**config.mk**
```make
export PLATFORM = sky130hd
export DESIGN_NAME = gnn_aggregate
export DESIGN_NICKNAME = d
export VERILOG_FILES = /design/src/rtl/gnn_aggregate.sv
export SDC_FILE = /design/constraint.sdc
export NUM_CORES = 2
export LEC_CHECK = 0
export CAP_MARGIN = 5
export CORE_UTILIZATION = 30
export CTS_BUF_LIST = sky130_fd_sc_hd__clkbuf_16
export CTS_CLUSTER_SIZE = 14
export DETAILED_ROUTE_END_ITERATION = 10
export SYNTH_ARGS = -nofsm -noshare
export SYNTH_HDL_FRONTEND = slang
export SYNTH_SLANG_ARGS = --single-unit
```
**constraint.sdc**
```tcl
create_clock -name clk -period 30.9 [get_ports clk]
set_input_delay 3.09 -clock clk [delete_from_list [all_inputs] [get_ports clk]]
set_output_delay 3.09 -clock clk [all_outputs]
set_load 0.1 [all_outputs]
```
**src/rtl/gnn_aggregate.sv**
```systemverilog
// gnn_aggregate: neighbour-sum aggregation over a 4-node graph, 4 features per node.
// One source node is folded into every destination's accumulators per cycle, so a
// pass takes 4 ACCUM cycles. Results are presented to dnn_nodes with a ready level.
module gnn_aggregate #(
  parameter int FEAT_W    = 16,
  parameter int SELF_LOOP = 1
) (
  input  logic                     clk,
  input  logic                     rst,
  input  logic                     start,
  input  logic [15:0]              adj,
  input  logic signed [FEAT_W-1:0] h0_n0,
  input  logic signed [FEAT_W-1:0] h1_n0,
  input  logic signed [FEAT_W-1:0] h2_n0,
  input  logic signed [FEAT_W-1:0] h3_n0,
  input  logic signed [FEAT_W-1:0] h0_n1,
  input  logic signed [FEAT_W-1:0] h1_n1,
  input  logic signed [FEAT_W-1:0] h2_n1,
  input  logic signed [FEAT_W-1:0] h3_n1,
  input  logic signed [FEAT_W-1:0] h0_n2,
  input  logic signed [FEAT_W-1:0] h1_n2,
  input  logic signed [FEAT_W-1:0] h2_n2,
  input  logic signed [FEAT_W-1:0] h3_n2,
  input  logic signed [FEAT_W-1:0] h0_n3,
  input  logic signed [FEAT_W-1:0] h1_n3,
  input  logic signed [FEAT_W-1:0] h2_n3,
  input  logic signed [FEAT_W-1:0] h3_n3,
  output logic signed [20:0]       x0_dnn_n0,
  output logic signed [20:0]       x1_dnn_n0,
  output logic signed [20:0]       x2_dnn_n0,
  output logic signed [20:0]       x3_dnn_n0,
  output logic signed [20:0]       x0_dnn_n1,
  output logic signed [20:0]       x1_dnn_n1,
  output logic signed [20:0]       x2_dnn_n1,
  output logic signed [20:0]       x3_dnn_n1,
  output logic signed [20:0]       x0_dnn_n2,
  output logic signed [20:0]       x1_dnn_n2,
  output logic signed [20:0]       x2_dnn_n2,
  output logic signed [20:0]       x3_dnn_n2,
  output logic signed [20:0]       x0_dnn_n3,
  output logic signed [20:0]       x1_dnn_n3,
  output logic signed [20:0]       x2_dnn_n3,
  output logic signed [20:0]       x3_dnn_n3,
  output logic                     in_dnn_ready,
  output logic                     busy
);

  localparam int ACC_W = 21;

  typedef logic signed [ACC_W-1:0]  acc_t;
  typedef logic signed [FEAT_W-1:0] feat_t;
  typedef enum logic [1:0] {IDLE, ACCUM, DONE} state_t;

  state_t      state_q, state_d;
  logic [1:0]  j_q, j_d;
  logic [15:0] adj_q, adj_d;

  // All arrays are indexed [node][feature]
  feat_t h_in  [4][4];
  feat_t h_q   [4][4];
  feat_t h_d   [4][4];
  acc_t  acc_q [4][4];
  acc_t  acc_d [4][4];
  acc_t  x_q   [4][4];
  acc_t  x_d   [4][4];
  acc_t  sum   [4][4];
  logic  take  [4];

  assign h_in[0][0] = h0_n0;
  assign h_in[0][1] = h1_n0;
  assign h_in[0][2] = h2_n0;
  assign h_in[0][3] = h3_n0;
  assign h_in[1][0] = h0_n1;
  assign h_in[1][1] = h1_n1;
  assign h_in[1][2] = h2_n1;
  assign h_in[1][3] = h3_n1;
  assign h_in[2][0] = h0_n2;
  assign h_in[2][1] = h1_n2;
  assign h_in[2][2] = h2_n2;
  assign h_in[2][3] = h3_n2;
  assign h_in[3][0] = h0_n3;
  assign h_in[3][1] = h1_n3;
  assign h_in[3][2] = h2_n3;
  assign h_in[3][3] = h3_n3;

  // Partial sums: each destination adds source j's features when it selects source j
  always_comb begin
    for (int i = 0; i < 4; i++) begin
      take[i] = adj_q[{2'(i), j_q}] || ((SELF_LOOP != 0) && (2'(i) == j_q));
      for (int f = 0; f < 4; f++) begin
        sum[i][f] = acc_q[i][f] + (take[i] ? acc_t'(h_q[j_q][f]) : acc_t'(0));
      end
    end
  end

  // Next-state logic: latch inputs on start, step through sources, publish on the last one
  always_comb begin
    state_d = state_q;
    j_d     = j_q;
    adj_d   = adj_q;
    h_d     = h_q;
    acc_d   = acc_q;
    x_d     = x_q;
    case (state_q)
      IDLE, DONE: begin
        if (start) begin
          state_d = ACCUM;
          j_d     = 2'd0;
          adj_d   = adj;
          h_d     = h_in;
          for (int i = 0; i < 4; i++) begin
            for (int f = 0; f < 4; f++) begin
              acc_d[i][f] = '0;
            end
          end
        end
      end
      ACCUM: begin
        acc_d = sum;
        j_d   = j_q + 2'd1;
        if (j_q == 2'd3) begin
          x_d     = sum;
          state_d = DONE;
        end
      end
      default: state_d = IDLE;
    endcase
  end

  // State, latched operands, accumulators and published results
  always_ff @(posedge clk or posedge rst) begin
    if (rst) begin
      state_q <= IDLE;
      j_q     <= '0;
      adj_q   <= '0;
      for (int i = 0; i < 4; i++) begin
        for (int f = 0; f < 4; f++) begin
          h_q[i][f]   <= '0;
          acc_q[i][f] <= '0;
          x_q[i][f]   <= '0;
        end
      end
    end else begin
      state_q <= state_d;
      j_q     <= j_d;
      adj_q   <= adj_d;
      h_q     <= h_d;
      acc_q   <= acc_d;
      x_q     <= x_d;
    end
  end

  assign busy         = (state_q == ACCUM);
  assign in_dnn_ready = (state_q == DONE);

  assign x0_dnn_n0 = x_q[0][0];
  assign x1_dnn_n0 = x_q[0][1];
  assign x2_dnn_n0 = x_q[0][2];
  assign x3_dnn_n0 = x_q[0][3];
  assign x0_dnn_n1 = x_q[1][0];
  assign x1_dnn_n1 = x_q[1][1];
  assign x2_dnn_n1 = x_q[1][2];
  assign x3_dnn_n1 = x_q[1][3];
  assign x0_dnn_n2 = x_q[2][0];
  assign x1_dnn_n2 = x_q[2][1];
  assign x2_dnn_n2 = x_q[2][2];
  assign x3_dnn_n2 = x_q[2][3];
  assign x0_dnn_n3 = x_q[3][0];
  assign x1_dnn_n3 = x_q[3][1];
  assign x2_dnn_n3 = x_q[3][2];
  assign x3_dnn_n3 = x_q[3][3];

endmodule

```
# Yosys cells after proc, flatten, opt, wreduce, memory -nomap -nowiden
# Cells that the tools add are included.
dict set report word_totals {
  inputBits 275
  word_cells 128
  reg_bits 948
}
dict set report op_classes {
  n_addsub 17
  n_lt_le_gt_ge 5
  n_eq_ne 8
  reduce_logical 12
  bitwise_logic 1
  muxes 34
}
# cell count
set ops {}
lappend ops {{336-bit case mux with 2 select lines} 1}
lappend ops {{21-bit adder} 16}
lappend ops {{21-bit two-way mux} 16}
lappend ops {{336-bit two-way mux} 1}
lappend ops {{64-bit binary-select mux with 2-bit select} 1}
lappend ops {{64-bit two-way mux} 2}
lappend ops {{4-bit by 5-bit less-than comparator with 1-bit output (second input constant)} 2}
lappend ops {{1-bit binary-select mux with 2-bit select} 4}
lappend ops {{2-bit case mux with 2 select lines} 2}
lappend ops {{2-bit AND reduction} 4}
lappend ops {{2-bit two-way mux} 3}
lappend ops {{2-bit by 5-bit less-than comparator with 1-bit output (second input constant)} 1}
lappend ops {{3-bit by 5-bit less-than comparator with 1-bit output (second input constant)} 1}
lappend ops {{2-bit == test (first input constant)} 2}
lappend ops {{2-bit == test (second input constant)} 2}
lappend ops {{2-bit zero test} 2}
lappend ops {{1-bit logical OR} 4}
lappend ops {{1-bit two-way mux} 4}
lappend ops {{3-bit greater-or-equal comparator (second input constant)} 1}
lappend ops {{2-bit NOT with 3-bit output} 1}
lappend ops {{2-bit by 1-bit adder with 2-bit output (second input constant)} 1}
lappend ops {{1-bit by 2-bit == test with 1-bit output (first input constant)} 1}
lappend ops {{2-bit by 1-bit == test with 1-bit output (second input constant)} 1}
lappend ops {{2-bit by 1-bit inequality test with 1-bit output (second input constant)} 1}
lappend ops {{3 further kinds} 3}

# Longest topological paths before layout
dict set report depth {
  depth_word 7
  ltp_mapped 20
  mapped_depth_nobuf 15
}

# Worst setup path after synthesis
# Ideal clock, no wire load.
dict set report synth_path {
  path_kind {register to register}
  start {reg j_q[1]}
  end {reg acc_q[314] in the netlist's numbering}
  path_stages_with_launch 21
  n_path_buf 5
  required_time_ns 30.817
  setup_slack_ns 25.674
  period_less_slack_ns 5.226
  arrival_time_ns 5.143
  cell_sequence {dfrtp_1 > buf_2 > buf_1 > clkbuf_1 > clkbuf_1 > inv_1 > ha_1 > nor2_1 > clkbuf_1 > nor2b_1 > ha_1 > fa_1 > a21o_1 > a21oi_1 > nor3_1 > or3_1 > o41ai_4 > o31ai_1 > xnor2_1 > or3_1 > o21ai_0}
}
dict set report synth_via {
  elab_chain_len 7
  word_cells_on_any_way 11
}
# item line_no
set synth_rtl {}
lappend synth_rtl {{start, declared} 55} ;# logic [1:0] j_q, j_d;
lappend synth_rtl {{start signal, assigned} 145} ;# j_q <= j_d;
lappend synth_rtl {{2-bit NOT with 3-bit output (not written as such)} 91} ;# sum[i][f] = acc_q[i][f] + (take[i] ? acc_t'(h_q[j_q][f]) : acc_t'(0));
lappend synth_rtl {{64-bit binary-select mux with 2-bit select} 91}
lappend synth_rtl {{64-bit two-way mux (2 in a row)} -}
lappend synth_rtl {{21-bit two-way mux *} 91}
lappend synth_rtl {{21-bit adder *} 91}
lappend synth_rtl {{336-bit case mux with 2 select lines *} 104} ;# case (state_q)
lappend synth_rtl {{end signal, assigned by index} 139} ;# acc_q[i][f] <= '0;
lappend synth_rtl {{end signal, assigned} 148} ;# acc_q <= acc_d;
lappend synth_rtl {{end, declared} 62} ;# acc_t acc_q [4][4];
# Mark *: on every way between the ends. The rest lies on a longest branch, timed or not. The select of a mux whose other input is x is not followed.
# A chain may end at the register's enable or synchronous reset.

# Worst setup path after layout
dict set report layout_path {
  start {reg state_q[0]}
  end {out busy}
}
dict set report layout_via {
  elab_chain_len 1
}
# item line_no
set layout_rtl {}
lappend layout_rtl {{start, declared} 54} ;# state_t state_q, state_d;
lappend layout_rtl {{start signal, assigned} 144} ;# state_q <= state_d;
lappend layout_rtl {{2-bit by 1-bit == test with 1-bit output} 153} ;# assign busy = (state_q == ACCUM);
lappend layout_rtl {{end, declared} 45} ;# output logic busy
# Every way passes these cells.

==> out/metrics.yaml <==
status: "complete, no violations"
pin_count: 613
path_class: "flip-flop to primary output"
top_register: "acc_q"
synth.avg_cell_area_um2: 9.05
synth-edff-count: 0
hp-start: "h_q[139]"
slew_violations: 0
cp-end-kind: "primary output"
startpoint: "state_q[0]"
dieArea_um2: 174000
first_pass_iters: 5
clk_latency_ns: 0.76
die_w_um: 417
grt_max_degree: 286
vias_per_cell: 5.01
die_y_um: 417
reg2reg_from: "j_q[1]"
grt_pass1_vias: 42000
start_kind: "flip-flop"
area_delta_synth_final_pct: 23.2
nets: 6819
fin_worst_skew_ns: 0.0578
layout_top_registers: "acc_q x336, h_q x256"
syn_inst: 5701
ys_types: 73
clock_path_buffers: 3
worstPathMaxFanout: 52
grtUsageTotal: 0.193
setup_viol: 0
fin_tns_setup_ns: 0
cts_tree: "yes"
seq_area_frac_synth: 0.460
cts_hold_buf: 0
synth_nets: 6316
yosysWarningCount: 0
r2r_setup_slack_ns: 24.68
post_cts_resized: 0
fmax_ghz: 0.154
antenna_found_initial: 44
overflow: 0
hpwl_um: 126000
cts_post_setup_buffers_inserted: 0
cts_num_sinks: 948
synth_top_area_cell: "dfrtp_1"
post-route-period-util: 0.210
largest_reg_flops: 336
rsz0062_at_grt: "false"
drive_gt1_frac: 0.0535
min_path_type: "flip-flop to flip-flop"
cts_root_buf: "clkbuf_16"
drt-wirelength-per-cell_um: 20.0
final_cell_mix: "1619 x nand2_1, 946 x dfrtp_1, 755 x o21ai_0"
gp_congestion: 0.872
critPathRequiredTime_ns: 27.81
syn_area_um2: 51600
fin_crit_ns: 6.50
hold_viol: 0
grt_pass1_wl_um: 259000
routed_wirelength_um: 170000
ant_nets: 0
numCtsBuffers: 110
io_buffers: 612
crit_arrival_ns: 3.41
worst_pin_slew_ns: 1.19
start_util: 0.304
synth-async-reset-ratio: 1.00
hold_ws_ns: 0.467
maxCapViolCount: 0
slew_headroom: 0.204
htree_levels: 3
ys_ff_latch: 948
routed-via-count: 42700
synth_area_leaders: "dfrtp_1 46%, nand2_1 12%, ha_1 7.9%"
drc: 0
core_region_area_um2: 170000
netlist.area_leader.share: 0.460
rows: 151
drtIter0Drc: 3013
ys.flop_type: "dfrtp_1"
cts.clk_slew.worst_paths_ns: 0.06
mostFrequentLayoutCell: "nand2_1"
-- cell families after synthesis --
kind of cell	share of synthesized area
and+or+nand+nor	0.188
AOI/OAI and AO/OA	0.161
DFF	0.460
buffers and inverters	0.0250
adders and majority gates	0.0847
xor gates and xnor gates	0.0509
muxes	0.0305
-- metrics by stage --
step | std cells | worst slack (ns) | util | cell area (µm²)
global route | 8513 | 24.23 | 0.374 | 63500
finish | 8523 | 24.40 | 0.374 | 63600
CTS | 8512 | 24.29 | 0.374 | 63500
floorplan | 5701 | 1.15 | - | 51600
detailed placement | 8310 | 23.96 | 0.352 | 59900
global placement | 8310 | 24.01 | 0.352 | 59900
-- path summary, 6_finish.rpt --
check / endpoint / depth (start not counted)
max: busy / 3
max in group asynchronous: x3_dnn_n0[6] / 5
min: h_q[139] / 2
min in group asynchronous: h_q[43] / 2
min reg2reg: h_q[139] / 2
max reg2reg: x2_dnn_n1[18] / 16
-- routing by layer --
| layer | wire length, µm | GRT usage |
|---|---|---|
| met1 | 75200 | 0.258 |
| met2 | 78100 | 0.310 |
| met3 | 9150 | 0.0274 |
| met4 | 8020 | 0.0896 |
| met5 | 25 | 0 |
-- final cells by class --
cell class / count / area [µm²]
diodes: 11 / 27.5
inverters: 81 / 314
flip-flops and latches: 948 / 23700
clock inverters: 92 / 885
well taps: 2218 / 2780
clock buffers: 110 / 2750
repair buffers: 652 / 6410
fillers: 17000 / 106000
multi-input cells: 4411 / 26700
-- synth_stat cells (3+ instances only) --
cell type and n:
a22o_1 38, o31a_1 3, nand2_1 1620, nand3_1 61, inv_1 80, xnor2_1 165
and2_1 13, nor2_1 139, mux4_2 68, nor2b_1 271, nand2b_1 28, ha_1 324
nor4_1 11, buf_1 14, or2_2 4, a41oi_1 3, a21o_1 127, a211o_1 5
a31oi_1 21, or4_1 3, or3_1 28, a21oi_1 265, clkbuf_1 240, nor3_1 24
o211ai_1 16, o22ai_1 3, o21bai_1 58, o21ai_0 755, o31ai_1 20, nand4_1 23
a211oi_1 30, xor2_1 133, o21ai_1 4, a21boi_0 3, o21a_1 41, a311oi_1 3
a221oi_1 4, and3_1 29, nand3b_1 4, mux2_2 3, dfrtp_1 948, a31o_2 5
o221ai_1 3, fa_1 16, buf_2 7
-- critical path: stages, from the launching register on --
cell             delay, ns
dfrtp_1               0.53
nand2b_4              0.39
inv_4                 0.48
clkdlybuf4s50_1       1.22
Power is not shown: default switching activity piles up to over one toggle a cycle in this logic, so the estimate is an artifact.
